### src/rtl/mbn_sched_pkg.sv
// Shared types for the layer command scheduler: computation types, the
// per-layer descriptor record, FSM state encoding and the command packer.
package mbn_sched_pkg;

    // Address width carried inside a stored descriptor. A wider top-level AW
    // is truncated to this width when the descriptor is queued.
    localparam int SCHED_AW = 32;
    localparam int CHN_W    = 28;

    typedef enum logic [2:0] {
        DWC = 3'd0,
        PWC = 3'd1,
        CON = 3'd2,
        FC  = 3'd3,
        PO  = 3'd4
    } comp_type_e;

    // The type is kept as raw bits so that codes 5..7 can be stored and rejected.
    typedef struct packed {
        logic [2:0]          ctype;
        logic [CHN_W-1:0]    chn;
        logic [SCHED_AW-1:0] daddr;
        logic [SCHED_AW-1:0] waddr;
        logic                last;
    } desc_t;

    typedef enum logic [2:0] {
        IDLE,
        FETCH,
        ISSUE,
        WAIT,
        NEXT
    } sched_state_e;

    function automatic logic [31:0] pack_cmd(input logic             en,
                                             input logic [2:0]       ctype,
                                             input logic [CHN_W-1:0] chn);
        return {en, ctype, chn};
    endfunction

    function automatic logic type_valid(input logic [2:0] ctype);
        return (ctype <= PO);
    endfunction

endpackage

### src/rtl/sched_desc_fifo.sv
// Synchronous descriptor FIFO for the layer scheduler. Push is refused when
// full and pop is refused when empty. The flush input discards all
// entries in one cycle.
module sched_desc_fifo
    import mbn_sched_pkg::*;
#(
    parameter int DEPTH = 8
) (
    input  logic  clk,
    input  logic  rst_n,
    input  logic  flush,
    input  logic  push,
    input  desc_t wdata,
    input  logic  pop,
    output desc_t rdata,
    output logic  full,
    output logic  empty
);

    localparam int PW = $clog2(DEPTH);

    desc_t         mem [DEPTH];
    logic [PW-1:0] wr_ptr;
    logic [PW-1:0] rd_ptr;
    logic [PW:0]   count;
    logic          do_push;
    logic          do_pop;

    assign do_push = push && !full;
    assign do_pop  = pop && !empty;
    assign full    = (count == (PW+1)'(DEPTH));
    assign empty   = (count == '0);
    assign rdata   = mem[rd_ptr];

    // Write accepted descriptors into storage.
    // NOTE: the storage array has no reset; pointers and count define which entries are valid.
    always_ff @(posedge clk) begin
        if (do_push) begin
            mem[wr_ptr] <= wdata;
        end
    end

    // Pointer and occupancy update; simultaneous push and pop leaves count unchanged.
    // NOTE: non-blocking assignments so every register sees pre-edge values of the others.
    always_ff @(posedge clk) begin
        if (!rst_n || flush) begin
            wr_ptr <= '0;
            rd_ptr <= '0;
            count  <= '0;
        end else begin
            if (do_push) begin
                wr_ptr <= wr_ptr + 1'b1;
            end
            if (do_pop) begin
                rd_ptr <= rd_ptr + 1'b1;
            end
            case ({do_push, do_pop})
                2'b10:   count <= count + 1'b1;
                2'b01:   count <= count - 1'b1;
                default: count <= count;
            endcase
        end
    end

endmodule

### src/rtl/layer_cmd_sched.sv
// Layer sequencer in front of the global-buffer controller. It queues
// per-layer descriptors and issues one computation command per layer. It
// then waits for that layer's done before moving on, and raises net_done
// once the descriptor flagged last has completed.
// Optional watchdog: define SCHED_TIMEOUT_EN to abort a layer whose done
// never arrives. Without it, timeout is tied low.
module layer_cmd_sched
    import mbn_sched_pkg::*;
#(
    parameter int AW    = 32,
    parameter int DEPTH = 8,
    parameter int TO_W  = 16
) (
    input  logic          clk,
    input  logic          rst_n,
    input  logic          desc_valid,
    output logic          desc_ready,
    input  logic [2:0]    desc_type,
    input  logic [27:0]   desc_chn,
    input  logic [AW-1:0] desc_daddr,
    input  logic [AW-1:0] desc_waddr,
    input  logic          desc_last,
    input  logic          run,
    output logic [31:0]   comp_cmd,
    output logic [AW-1:0] data_init_addr,
    output logic [AW-1:0] weight_init_addr,
    input  logic          layer_done,
    output logic          busy,
    output logic [7:0]    layer_idx,
    output logic          net_done,
    output logic          bad_cmd,
    output logic          timeout
);

    sched_state_e state;
    sched_state_e state_nxt;
    desc_t        wdata;
    desc_t        head;
    desc_t        cur;
    logic         fifo_full;
    logic         fifo_empty;
    logic         pop;
    logic         to_hit;
    logic [7:0]   idx;

    assign wdata = '{ctype: desc_type,
                     chn:   desc_chn,
                     daddr: SCHED_AW'(desc_daddr),
                     waddr: SCHED_AW'(desc_waddr),
                     last:  desc_last};

    sched_desc_fifo #(
        .DEPTH (DEPTH)
    ) u_fifo (
        .clk   (clk),
        .rst_n (rst_n),
        .flush (to_hit),
        .push  (desc_valid),
        .wdata (wdata),
        .pop   (pop),
        .rdata (head),
        .full  (fifo_full),
        .empty (fifo_empty)
    );

`ifdef SCHED_TIMEOUT_EN
    logic [TO_W-1:0] to_cnt;

    // Watchdog: cleared while issuing, counts every cycle spent waiting for done.
    always_ff @(posedge clk) begin
        if (!rst_n) begin
            to_cnt <= '0;
        end else if (state == ISSUE) begin
            to_cnt <= '0;
        end else if (state == WAIT) begin
            to_cnt <= to_cnt + 1'b1;
        end
    end

    // A done arriving in the expiry cycle takes priority over the abort.
    assign to_hit = (state == WAIT) && (&to_cnt) && !layer_done;
`else
    assign to_hit = 1'b0;
`endif

    // State register.
    always_ff @(posedge clk) begin
        if (!rst_n) begin
            state <= IDLE;
        end else begin
            state <= state_nxt;
        end
    end

    // Next-state decode; the FETCH decision looks at the queue head being popped.
    // NOTE: state_nxt gets a default before the case so no path can infer a latch.
    always_comb begin
        state_nxt = state;
        unique case (state)
            IDLE:  if (run && !fifo_empty) state_nxt = FETCH;
            FETCH: state_nxt = type_valid(head.ctype) ? ISSUE : NEXT;
            ISSUE: state_nxt = WAIT;
            WAIT: begin
                if (layer_done) begin
                    state_nxt = NEXT;
                end else if (to_hit) begin
                    state_nxt = IDLE;
                end
            end
            NEXT: begin
                if (cur.last) begin
                    state_nxt = IDLE;
                end else if (!fifo_empty) begin
                    state_nxt = FETCH;
                end
            end
            default: state_nxt = IDLE;
        endcase
    end

    // Current-layer descriptor, loaded as the head is popped.
    always_ff @(posedge clk) begin
        if (!rst_n) begin
            cur <= '0;
        end else if (state == FETCH) begin
            cur <= head;
        end
    end

    // Completed-layer counter: cleared on an accepted run, bumped on each done while waiting.
    always_ff @(posedge clk) begin
        if (!rst_n) begin
            idx <= '0;
        end else if ((state == IDLE) && run && !fifo_empty) begin
            idx <= '0;
        end else if ((state == WAIT) && layer_done) begin
            idx <= idx + 8'd1;
        end
    end

    // Per-state outputs: command, addresses, pop strobe and event pulses.
    always_comb begin
        comp_cmd         = '0;
        data_init_addr   = '0;
        weight_init_addr = '0;
        pop              = 1'b0;
        bad_cmd          = 1'b0;
        net_done         = 1'b0;
        unique case (state)
            FETCH: begin
                pop     = 1'b1;
                bad_cmd = !type_valid(head.ctype);
            end
            ISSUE: begin
                comp_cmd         = pack_cmd(1'b1, cur.ctype, cur.chn);
                data_init_addr   = AW'(cur.daddr);
                weight_init_addr = AW'(cur.waddr);
            end
            WAIT: begin
                comp_cmd         = pack_cmd(1'b0, cur.ctype, cur.chn);
                data_init_addr   = AW'(cur.daddr);
                weight_init_addr = AW'(cur.waddr);
            end
            NEXT:    net_done = cur.last;
            default: ;
        endcase
    end

    assign desc_ready = !fifo_full;
    assign busy       = (state != IDLE);
    assign layer_idx  = idx;
    assign timeout    = to_hit;

endmodule

### config.mk
export PLATFORM = sky130hd
export DESIGN_NAME = layer_cmd_sched
export DESIGN_NICKNAME = d
export VERILOG_FILES = /design/src/rtl/mbn_sched_pkg.sv /design/src/rtl/sched_desc_fifo.sv /design/src/rtl/layer_cmd_sched.sv
export SDC_FILE = /design/constraint.sdc
export NUM_CORES = 1
export LEC_CHECK = 0
export ABC_AREA = 0
export ABC_CLOCK_PERIOD_IN_PS = 7500
export BUFFER_PORTS_ARGS = -buffer_cell sky130_fd_sc_hd__buf_2
export CAP_MARGIN = 0
export CORE_MARGIN = 4
export CORE_UTILIZATION = 57
export CTS_BUF_LIST = sky130_fd_sc_hd__clkbuf_8
export CTS_CLUSTER_DIAMETER = 40
export DETAILED_ROUTE_END_ITERATION = 10
export MAX_ROUTING_LAYER = met4
export PLACE_DENSITY = 0.79
export SETUP_SLACK_MARGIN = 0.15
export SLEW_MARGIN = 20
export SYNTH_ARGS = -nofsm -noshare
export SYNTH_HDL_FRONTEND = slang
export SYNTH_SLANG_ARGS = --single-unit
export TNS_END_PERCENT = 100
### constraint.sdc
create_clock -name clk -period 7.5 [get_ports clk]
set_clock_uncertainty 0.15 [all_clocks]
set_input_delay 0.375 -clock clk [delete_from_list [all_inputs] [get_ports clk]]
set_output_delay 0.375 -clock clk [all_outputs]
set_load 0.1 [all_outputs]
Word level (Yosys, flattened, before mapping)

Memory sizes are Yosys's and may differ from the RTL's. A register that Yosys moved wholly into a read port is not among the register bits.
Cells that the tools add are included.

Output and inout bits: 109
Bits in registers: 117
Memory bits (writable): 768
Memories: 1
Input port bits: 101
Logic and storage cells: 61

Memory list:

| name       | words | width | rd ports | clocked after memory_dff | write ports | RTL line              | source |
|---|---|---|---|---|---|---|---|
| u_fifo.mem | 8     | 96    | 1        | 1                        | 1           | sched_desc_fifo.sv:22 | `desc_t mem [DEPTH];` |

Bitwise gates (word level): 1
Multiplexer cells: 17
Equality and inequality tests: 10
$add $sub $neg: 5
$lt $le $gt $ge: 1
Reduce and logical (&&, ||, !) cells: 16

Operators with widths:

| kind                | count |
|---|---|
| $mux 32             | 2 |
| $pmux 32 s2         | 1 |
| $mux 3              | 7 |
| $pmux 3 s5          | 1 |
| $add 8x1->8 const B | 1 |
| $pmux 4 s2          | 1 |
| $add 3x1->3 const B | 2 |
| $eq 3x2->1 const B  | 2 |
| $logic_and 1x1->1   | 6 |
| $mux 1              | 5 |
| $add 4x1->4 const B | 1 |
| $eq 4x4->1 const B  | 1 |
| $logic_not 4->1     | 1 |
| $ne 2x2->1 const B  | 2 |
| $reduce_or 2->1     | 2 |
| $sub 4x1->4 const B | 1 |
| $eq 3x1->1 const B  | 1 |
| $eq 3x3->1 const B  | 1 |
| $le 3x3->1 const B  | 1 |
| $logic_not 1->1     | 3 |
| $logic_not 3->1     | 1 |
| $ne 3x3->1 const B  | 1 |
| $reduce_and 3->1    | 1 |
| $reduce_bool 3->1   | 1 |
| 4 further kinds     | 4 |

Longest topological paths before layout

Gate-level depths: netlist of run 1.

Depth after elaboration: 5
Gate-level depth with buffers: 11
Gate-level depth less buffers: 10

By module

From an unflattened synthesis of run 1, not the netlist that was laid out.

Cells, all modules: 1,782
Area total of the unflattened synthesis: 34,280.4 sq um

By module, submodules not included:

| module          | area an instance (sq um) | cells each | seq. area each (sq um) | instances |
|---|---|---|---|---|
| sched_desc_fifo | 29,494.5                 | 1,187      | 23,322.4               | 1 |
| layer_cmd_sched | 4,785.8                  | 595        | 2,142.1                | 1 |

Least setup slack after synthesis of run 1

No wires, ideal clock.

Kind: register -> register
Start point: register u_fifo.count[1]
End point: memory u_fifo.mem[0][0] (netlist name), enable pin
Path buffers: 1
Period minus slack after synthesis: 9,119 ps
Slack: -1,619 ps
Data required time: 6,681 ps
Stages on the path, launching flop included: 7
Setup time: 669 ps
Arrival time: 8,300 ps
Cell sequence: dfxtp_1 > buf_6 > nor3_1 > nand2_1 > nand2_1 > or2_2 > nor3_1

Word-level cells in the longest chain between the ends: 5

Ends and longest elaborated chain:

| item                         | RTL line              | source |
|---|---|---|
| start, declared              | sched_desc_fifo.sv:25 | `logic [PW:0] count;` |
| start signal, assigned       | sched_desc_fifo.sv:58 | `2'b10: count <= count + 1'b1;` |
| start signal, assigned       | sched_desc_fifo.sv:59 | `2'b01: count <= count - 1'b1;` |
| start signal, assigned       | sched_desc_fifo.sv:60 | `default: count <= count;` |
| $eq 4x4->1                   | sched_desc_fifo.sv:31 | `assign full = (count == (PW+1)'(DEPTH));` |
| $logic_not 1->1              | --                    |  |
| via desc_ready               | layer_cmd_sched.sv:17 | `output logic desc_ready,` |
| $logic_and 1x1->1            | sched_desc_fifo.sv:29 | `assign do_push = push && !full;` |
| $mux 1                       | sched_desc_fifo.sv:38 | `if (do_push) begin` |
| $mux 1 (implied by the code) | sched_desc_fifo.sv:39 | `mem[wr_ptr] <= wdata;` |
| end, declared                | sched_desc_fifo.sv:22 |  |

The timed path passes the listed nets, and every way through them passes these cells.

==> results.cfg, run 1 <==
[clocking]
clockRootBuffer = clkbuf_8
cts.clk_slew.worst_paths_ps = 60
post_cts_buffers = 0
tritoncts = yes
cts.path.max_buffers = 3
cts_made_buffers = 143
cts-htree-levels = 4
cts_num_sinks = 888
clk-insertion-delay-late_ps = 780

[cells_and_area]
nets = 2168
fin_util_pct = 67.15
area_growth_pct = 16.68
drive_gt1_share_pct = 29.07

[die]
die_h_um = 251.9
io_pins = 210
rows = 89
core-area_um2 = 58910
die_x_um = 251.9
initial_core_util_pct = 57.55
die-area_um2 = 63440

[routing]
drc = 0
wl_per_cell_um = 23.26
route.vias.total = 17210
via_per_inst = 5.811
drt_pass1_iterations = 5
ant_nets = 0
drt_iter0_markers = 1408
totalWireLength_mm = 68.90

[yosys]
synth_top_area_share_pct = 68.02
async_flop_share_pct = 0
ys_warn_count = 0
synth_cells = 1680
synthTopCellsByArea = edfxtp_1 (68%), mux4_2 (13%), dfxtp_1 (7.1%), mux2i_1 (2.9%), o211a_1 (2.8%)
syn_area_um2 = 33900
synth.net_count = 1787
synth_edf_count = 768
yosys.area.top_type = edfxtp_1
syn_avg_cell_area_um2 = 20.18
synth_cell_type_count = 45
synth_ff_type = edfxtp_1
ys_seq_elements = 888
yosysSeqAreaShare_pct = 75.11

[worst_setup_path]
crit_arrival_ps = 3760
cpPeakStageDelay_ps = 880
cp-end-kind = output pin
reg2reg_to = state[1]
reg2reg_depth = 7
r2r_setup_slack_ps = 3860
path_delay_family = buffers and inverters
critPathBufInv = 2
cp-start-kind = flip-flop
crit_path_top_delay_cell = dfxtp_4
crit_required_ps = 6970
crit_type = reg -> out
path_max_fanout = 54
crit_chain = buf_4 -> mux4_2 -> mux2i_1 -> and2_1 -> nor2_1 -> buf_2

[power_and_ir_drop]
power.static_leakage_nw = 14.25
ir_drop_mv = 0.2609
power.density_nw_per_um2 = 287.0

[worst_hold_path]
hold_class = in -> reg
min_from = desc_waddr[17]
hold_path_end = u_fifo.mem[4][18]
timing.hold.worst_path_depth = 2

[sta]
slew_headroom_pct = 25.39
finalSetupViolations = 0
hold_viol_final = 0
min_period_over_period_pct = 57.17
rsz0062_at_grt = false
hold_ws_ps = 251.6
fin_setup_tns_ps = 0
period_needed_ps = 4288
setup_slack_ps = 3212
fmax_ghz = 0.2332
drv_slew = 0
worstMarginPinSlew_ps = 1119

[placement]
gp_congestion = 0.7516
hpwl_mm = 37.22
place_ws_ps = 3687
io_buffer_count = 208

[outcome]
status = completed

[global_routing]
grt_pass1_vias = 18270
grt_pass1_wl_mm = 106.2
grt_max_degree = 195
antenna_found_initial = 6
grt.total_usage_pct = 22.69
overflow = 0

[flow_run]
cap_violations = 0
-- cell usage in the layout, fill, tap and decap left out, types with 3 or more instances in the layout --
| cell type | n |
|---|---|
| edfxtp_1 | 768 |
| buf_2 | 207 |
| mux4_2 | 192 |
| clkbuf_8 | 155 |
| dfxtp_1 | 117 |
| nand2_1 | 106 |
| and2_1 | 102 |
| dlygate4sd3_1 | 102 |
| mux2i_1 | 98 |
| o211a_1 | 95 |
| inv_1 | 56 |
| buf_4 | 24 |
| clkinv_1 | 22 |
| nor2_1 | 12 |
| clkinvlp_4 | 12 |
| clkinv_2 | 12 |
| xor2_1 | 10 |
| diode_2 | 8 |
| nand3_1 | 6 |
| nor2_4 | 6 |
| ha_1 | 6 |
| nor2b_1 | 5 |
| o21ai_0 | 5 |
| nand2b_1 | 4 |
| xnor2_1 | 4 |
| a21oi_1 | 4 |
| a21boi_0 | 4 |
| and3_1 | 3 |
| dfxtp_4 | 3 |
| bufinv_16 | 3 |
| buf_12 | 3 |
-- timing repair --
item / in CTS / in global routing
resized for setup: 0 / 0
hold buffers: 102 / 0
endpoints found under the hold margin: 820 / 0
-- cell usage after synthesis, types with 4 or more instances --
master    number
buf_1         18
dfxtp_1      120
nand3_1        6
buf_2         30
o21ai_0        5
ha_1           6
edfxtp_1     768
nand2b_1       4
nor2b_1        6
a21boi_0       4
clkbuf_1      43
a21oi_1        4
xnor2_1        4
nor3_1         4
nand2_1      106
xor2_1        10
mux4_2       192
o211a_1       95
buf_6          7
nor2_1        18
mux2i_1       98
and2_1       102
-- routing by layer --
layer  track usage [%]  vias up  wire [µm]
li1                  -     7568          -
met1             28.93     8964      27580
met2             37.64      559      35760
met3             4.051      121       4080
met4             7.582        0       1489
met5                 -        -          0
-- logic make-up after synthesis --
kind of cell / synth area share (%)
xor gates and xnor gates: 0.3617
buffers and inverters: 1.461
muxes: 15.68
other: 0.01106
DFF: 75.11
and+or+nand+nor: 3.986
adders and majority gates: 0.2214
AOI/OAI and AO/OA: 3.167
-- metrics by stage --
stage	power, mW	cells	area (µm²)
2_1_floorplan	7.143	1680	33910
4_1_cts	11.47	2953	39510
6_report	11.35	2962	39560
3_5_place_dp	7.544	2586	35770
5_1_grt	11.85	2960	39550
3_3_place_gp	7.488	2585	35740
-- power breakdown --
group	switching, mW	internal (mW)
clock	1.85	2.02
combinational	0.904	0.659
sequential	0.209	5.71
-- how the worst max path moves through the flow --
| stage | to | slack (ps) | cells past startpoint | startpoint |
|---|---|---|---|---|
| after floorplan | u_fifo.mem[2][0] | 960 | 6 | u_fifo.count[1] |
| after global placement | cur[2] | 3750 | 6 | flip-flop |
| after detailed placement | cur[89] | 3690 | 6 | flip-flop |
| after CTS | bad_cmd | 3090 | 6 | flip-flop |
| after global routing | bad_cmd | 3040 | 6 | flip-flop |
| final | bad_cmd | 3210 | 6 | flip-flop |
-- cell type report --
type	count	area [µm²]
sequential	888	25480
tap	773	967.2
clock inverter	110	586.8
clock buffer	155	2133
inverter	1	3.754
multi-input combinational	689	8018
antenna	8	20.02
fill	3770	19350
timing repair buffer	338	2352
-- sequential cells by signal, summed over array words and instances, names as in the netlist, named ones only --
| register | count |
|---|---|
| u_fifo.rd_ptr | 3 |
| u_fifo.wr_ptr | 3 |
| layer_idx | 8 |
| u_fifo.mem | 768 |
| state | 3 |
| cur | 96 |
| u_fifo.count | 4 |
No activity file was read; power rests on OpenSTA's default activity.
==> inputs of run 2 (changes only) <==
--- a/config.mk
+++ b/config.mk
@@ -5,12 +5,12 @@
 export SDC_FILE = /design/constraint.sdc
 export NUM_CORES = 1
 export LEC_CHECK = 0
-export ABC_AREA = 0
-export ABC_CLOCK_PERIOD_IN_PS = 7500
+export ABC_AREA = 1
+export ABC_CLOCK_PERIOD_IN_PS = 4350
 export BUFFER_PORTS_ARGS = -buffer_cell sky130_fd_sc_hd__buf_2
 export CAP_MARGIN = 0
 export CORE_MARGIN = 4
-export CORE_UTILIZATION = 57
+export CORE_UTILIZATION = 60
 export CTS_BUF_LIST = sky130_fd_sc_hd__clkbuf_8
 export CTS_CLUSTER_DIAMETER = 40
 export DETAILED_ROUTE_END_ITERATION = 10
==> constraint.sdc (replaced) <==
create_clock -name clk -period 4.35 [get_ports clk]
set_clock_uncertainty 0.15 [all_clocks]
set_input_delay 0.2175 -clock clk [delete_from_list [all_inputs] [get_ports clk]]
set_output_delay 0.2175 -clock clk [all_outputs]
set_load 0.1 [all_outputs]
==> results.cfg, run 2 <==
[outcome]
status = completed

[worst_hold_path]
hold_class = in -> reg

[sta]
min_period_over_period_pct = 88.35
hold_viol_final = 0
slew_headroom_pct = 26.67
finalSetupViolations = 0
drv_slew = 0
fmax_ghz = 0.2602
period_needed_ps = 3843
worstMarginPinSlew_ps = 1100
rsz0062_at_grt = false

[cells_and_area]
mostFrequentLayoutCells = edfxtp_1 (768), nor2_1 (481), o21ai_0 (326)
drive_gt1_share_pct = 14.76
postLayoutCellArea_um2 = 39420
layout_commonest_cell = edfxtp_1
fill_cells = 3706
nets = 3101
area_growth_pct = 14.90
largest-register = u_fifo.mem
largest_reg_flops = 768
fin_util_pct = 69.78

[yosys]
synth_cells = 2701
synth_ff_type = edfxtp_1
yosysMostFrequentCell = edfxtp_1
yosys.area.top_type = edfxtp_1
yosysSeqAreaShare_pct = 74.22
async_flop_share_pct = 0
ys_top_cells_by_count = edfxtp_1 (768), nor2_1 (489), o21ai_0 (326)
synth.net_count = 2808
ys_seq_elements = 888
synth_edf_count = 768
synth_cell_type_count = 37
syn_avg_cell_area_um2 = 12.70
ys_warn_count = 0
syn_area_um2 = 34310
synthTopCellsByArea = edfxtp_1 (67%), dfxtp_1 (7.0%), nor2_1 (5.3%), o21ai_0 (4.8%), o21ai_1 (3.6%)
synth_top_area_share_pct = 67.21

[clocking]
cts_num_sinks = 888
cts-htree-levels = 4
tritoncts = yes
cts.path.max_buffers = 3
cts_made_buffers = 140
cts_hold_buffers = 100
clk-insertion-delay-late_ps = 800
clockRootBuffer = clkbuf_8
cts.clk_slew.worst_paths_ps = 60
cts-resized-gates = 0
post_cts_buffers = 0

[worst_setup_path]
crit_chain = buf_4 -> nand3_1 -> nand3_1 -> nand2_1 -> nand2_1 -> nand2_2 -> inv_1 -> buf_2
crit_type = reg -> out
path_max_fanout = 84
reg2reg_to = cur[57]
crit_path_top_delay_cell = buf_4
crit_end = bad_cmd
crit_required_ps = 3980
cpPeakStageDelay_ps = 790
reg2reg_depth = 6
crit_arrival_ps = 3480
cp-start-kind = flip-flop
r2r_setup_slack_ps = 1220
cp-end-kind = output pin

[routing]
totalWireLength_mm = 81.76
drc = 0
route.vias.total = 23120
drt_iter0_markers = 2657
drt_pass1_iterations = 8
wl_per_cell_um = 21.13
via_per_inst = 5.973
ant_nets = 0

[die]
initial_core_util_pct = 60.73
die-area_um2 = 61080
rows = 87
die_h_um = 247.1
die_x_um = 247.1
core-area_um2 = 56500
io_pins = 210

[power_and_ir_drop]
power.density_nw_per_um2 = 565.1
ir_drop_mv = 0.4397
finalPower_mw = 22.28
power.static_leakage_nw = 13.85

[flow_run]
cap_violations = 0

[global_routing]
grt_max_degree = 249
antenna_found_initial = 8
overflow = 0
grt.total_usage_pct = 27.39
grt_pass1_wl_mm = 125.3
grt_pass1_vias = 23040

[placement]
hpwl_mm = 40.67
gp_congestion = 0.8075
post_dp_cell_area_um2 = 35780
io_buffer_count = 208
[run 2: cell types whose count changed after synthesis, moves of 102 or more]
cell     delta
o21ai_1   +242
inv_1     +145
mux4_2    -192
nor2_1    +471
and2_1    -102
o21ai_0   +321
a21oi_1   +106
[run 2: how the worst min path moves through the flow]
stage | start | depth (start not counted) | end
floorplan | desc_last | 0 | u_fifo.mem[0][0]
global placement | u_fifo.rd_ptr[2] | 2 | flip-flop
detailed placement | u_fifo.rd_ptr[2] | 2 | flip-flop
CTS | desc_daddr[2] | 2 | u_fifo.mem[1][35]
global route | desc_daddr[2] | 2 | u_fifo.mem[1][35]
finish | desc_daddr[2] | 2 | u_fifo.mem[1][35]
[run 2: worst max-delay path: cells and delay by family (launching register included)]
family                 cells  cell delay [ps]
and+or+nand+nor            5              530
DFF                        1              700
buffers and inverters      3             1390
[run 2: kinds of logic after synthesis]
family	synth area share [%]
buffers and inverters	4.580
flip-flops	74.22
AND/OR/NAND/NOR	6.739
XOR/XNOR	0.1532
adder cells (fa/ha/maj)	0.2188
AO/OA/AOI/OAI	14.08
other	0.01093
[run 2: report_power, final]
group	total (mW)	internal [mW]	switching [mW]
logic	5.55	1.52	4.03
clock network	6.46	3.29	3.17
registers	10.3	9.92	0.355
total	22.3	14.7	7.56
[run 2: per-layer routing]
layer  vias to the layer above  GRT usage [%]  part of all wire, %
li1                      10490              -                    -
met1                     11350          34.83                   40
met2                      1108          43.77                   49
met3                       166          6.137                  8.6
met4                         0          10.20                  2.3
met5                         -              -                    0
[run 2: stage by stage]
stage | cells | TNS, ps | worst slack, ps | hold slack (ps)
final | 3870 | 0 | 506.6 | 70.34
after global routing | 3867 | 0 | 278.4 | 32.26
after CTS | 3858 | 0 | 457.6 | 4.432
after detailed placement | 3507 | 0 | 1325 | 313.0
after global placement | 3507 | 0 | 1317 | 282.1
after floorplan | 2701 | -296770 | -515.3 | 166.4
[run 2: area by class of cell]
class                           count  area, µm²  area share, %
Tap cell                          756      945.9          2.399
Multi-Input combinational cell   1472       7350          18.64
Timing Repair Buffer              341       2450          6.214
Sequential cell                   888      25480          64.62
Clock inverter                    100      511.7          1.298
Antenna cell                       11      27.53        0.06982
Clock buffer                      151       2078          5.272
Inverter                          151      584.3          1.482
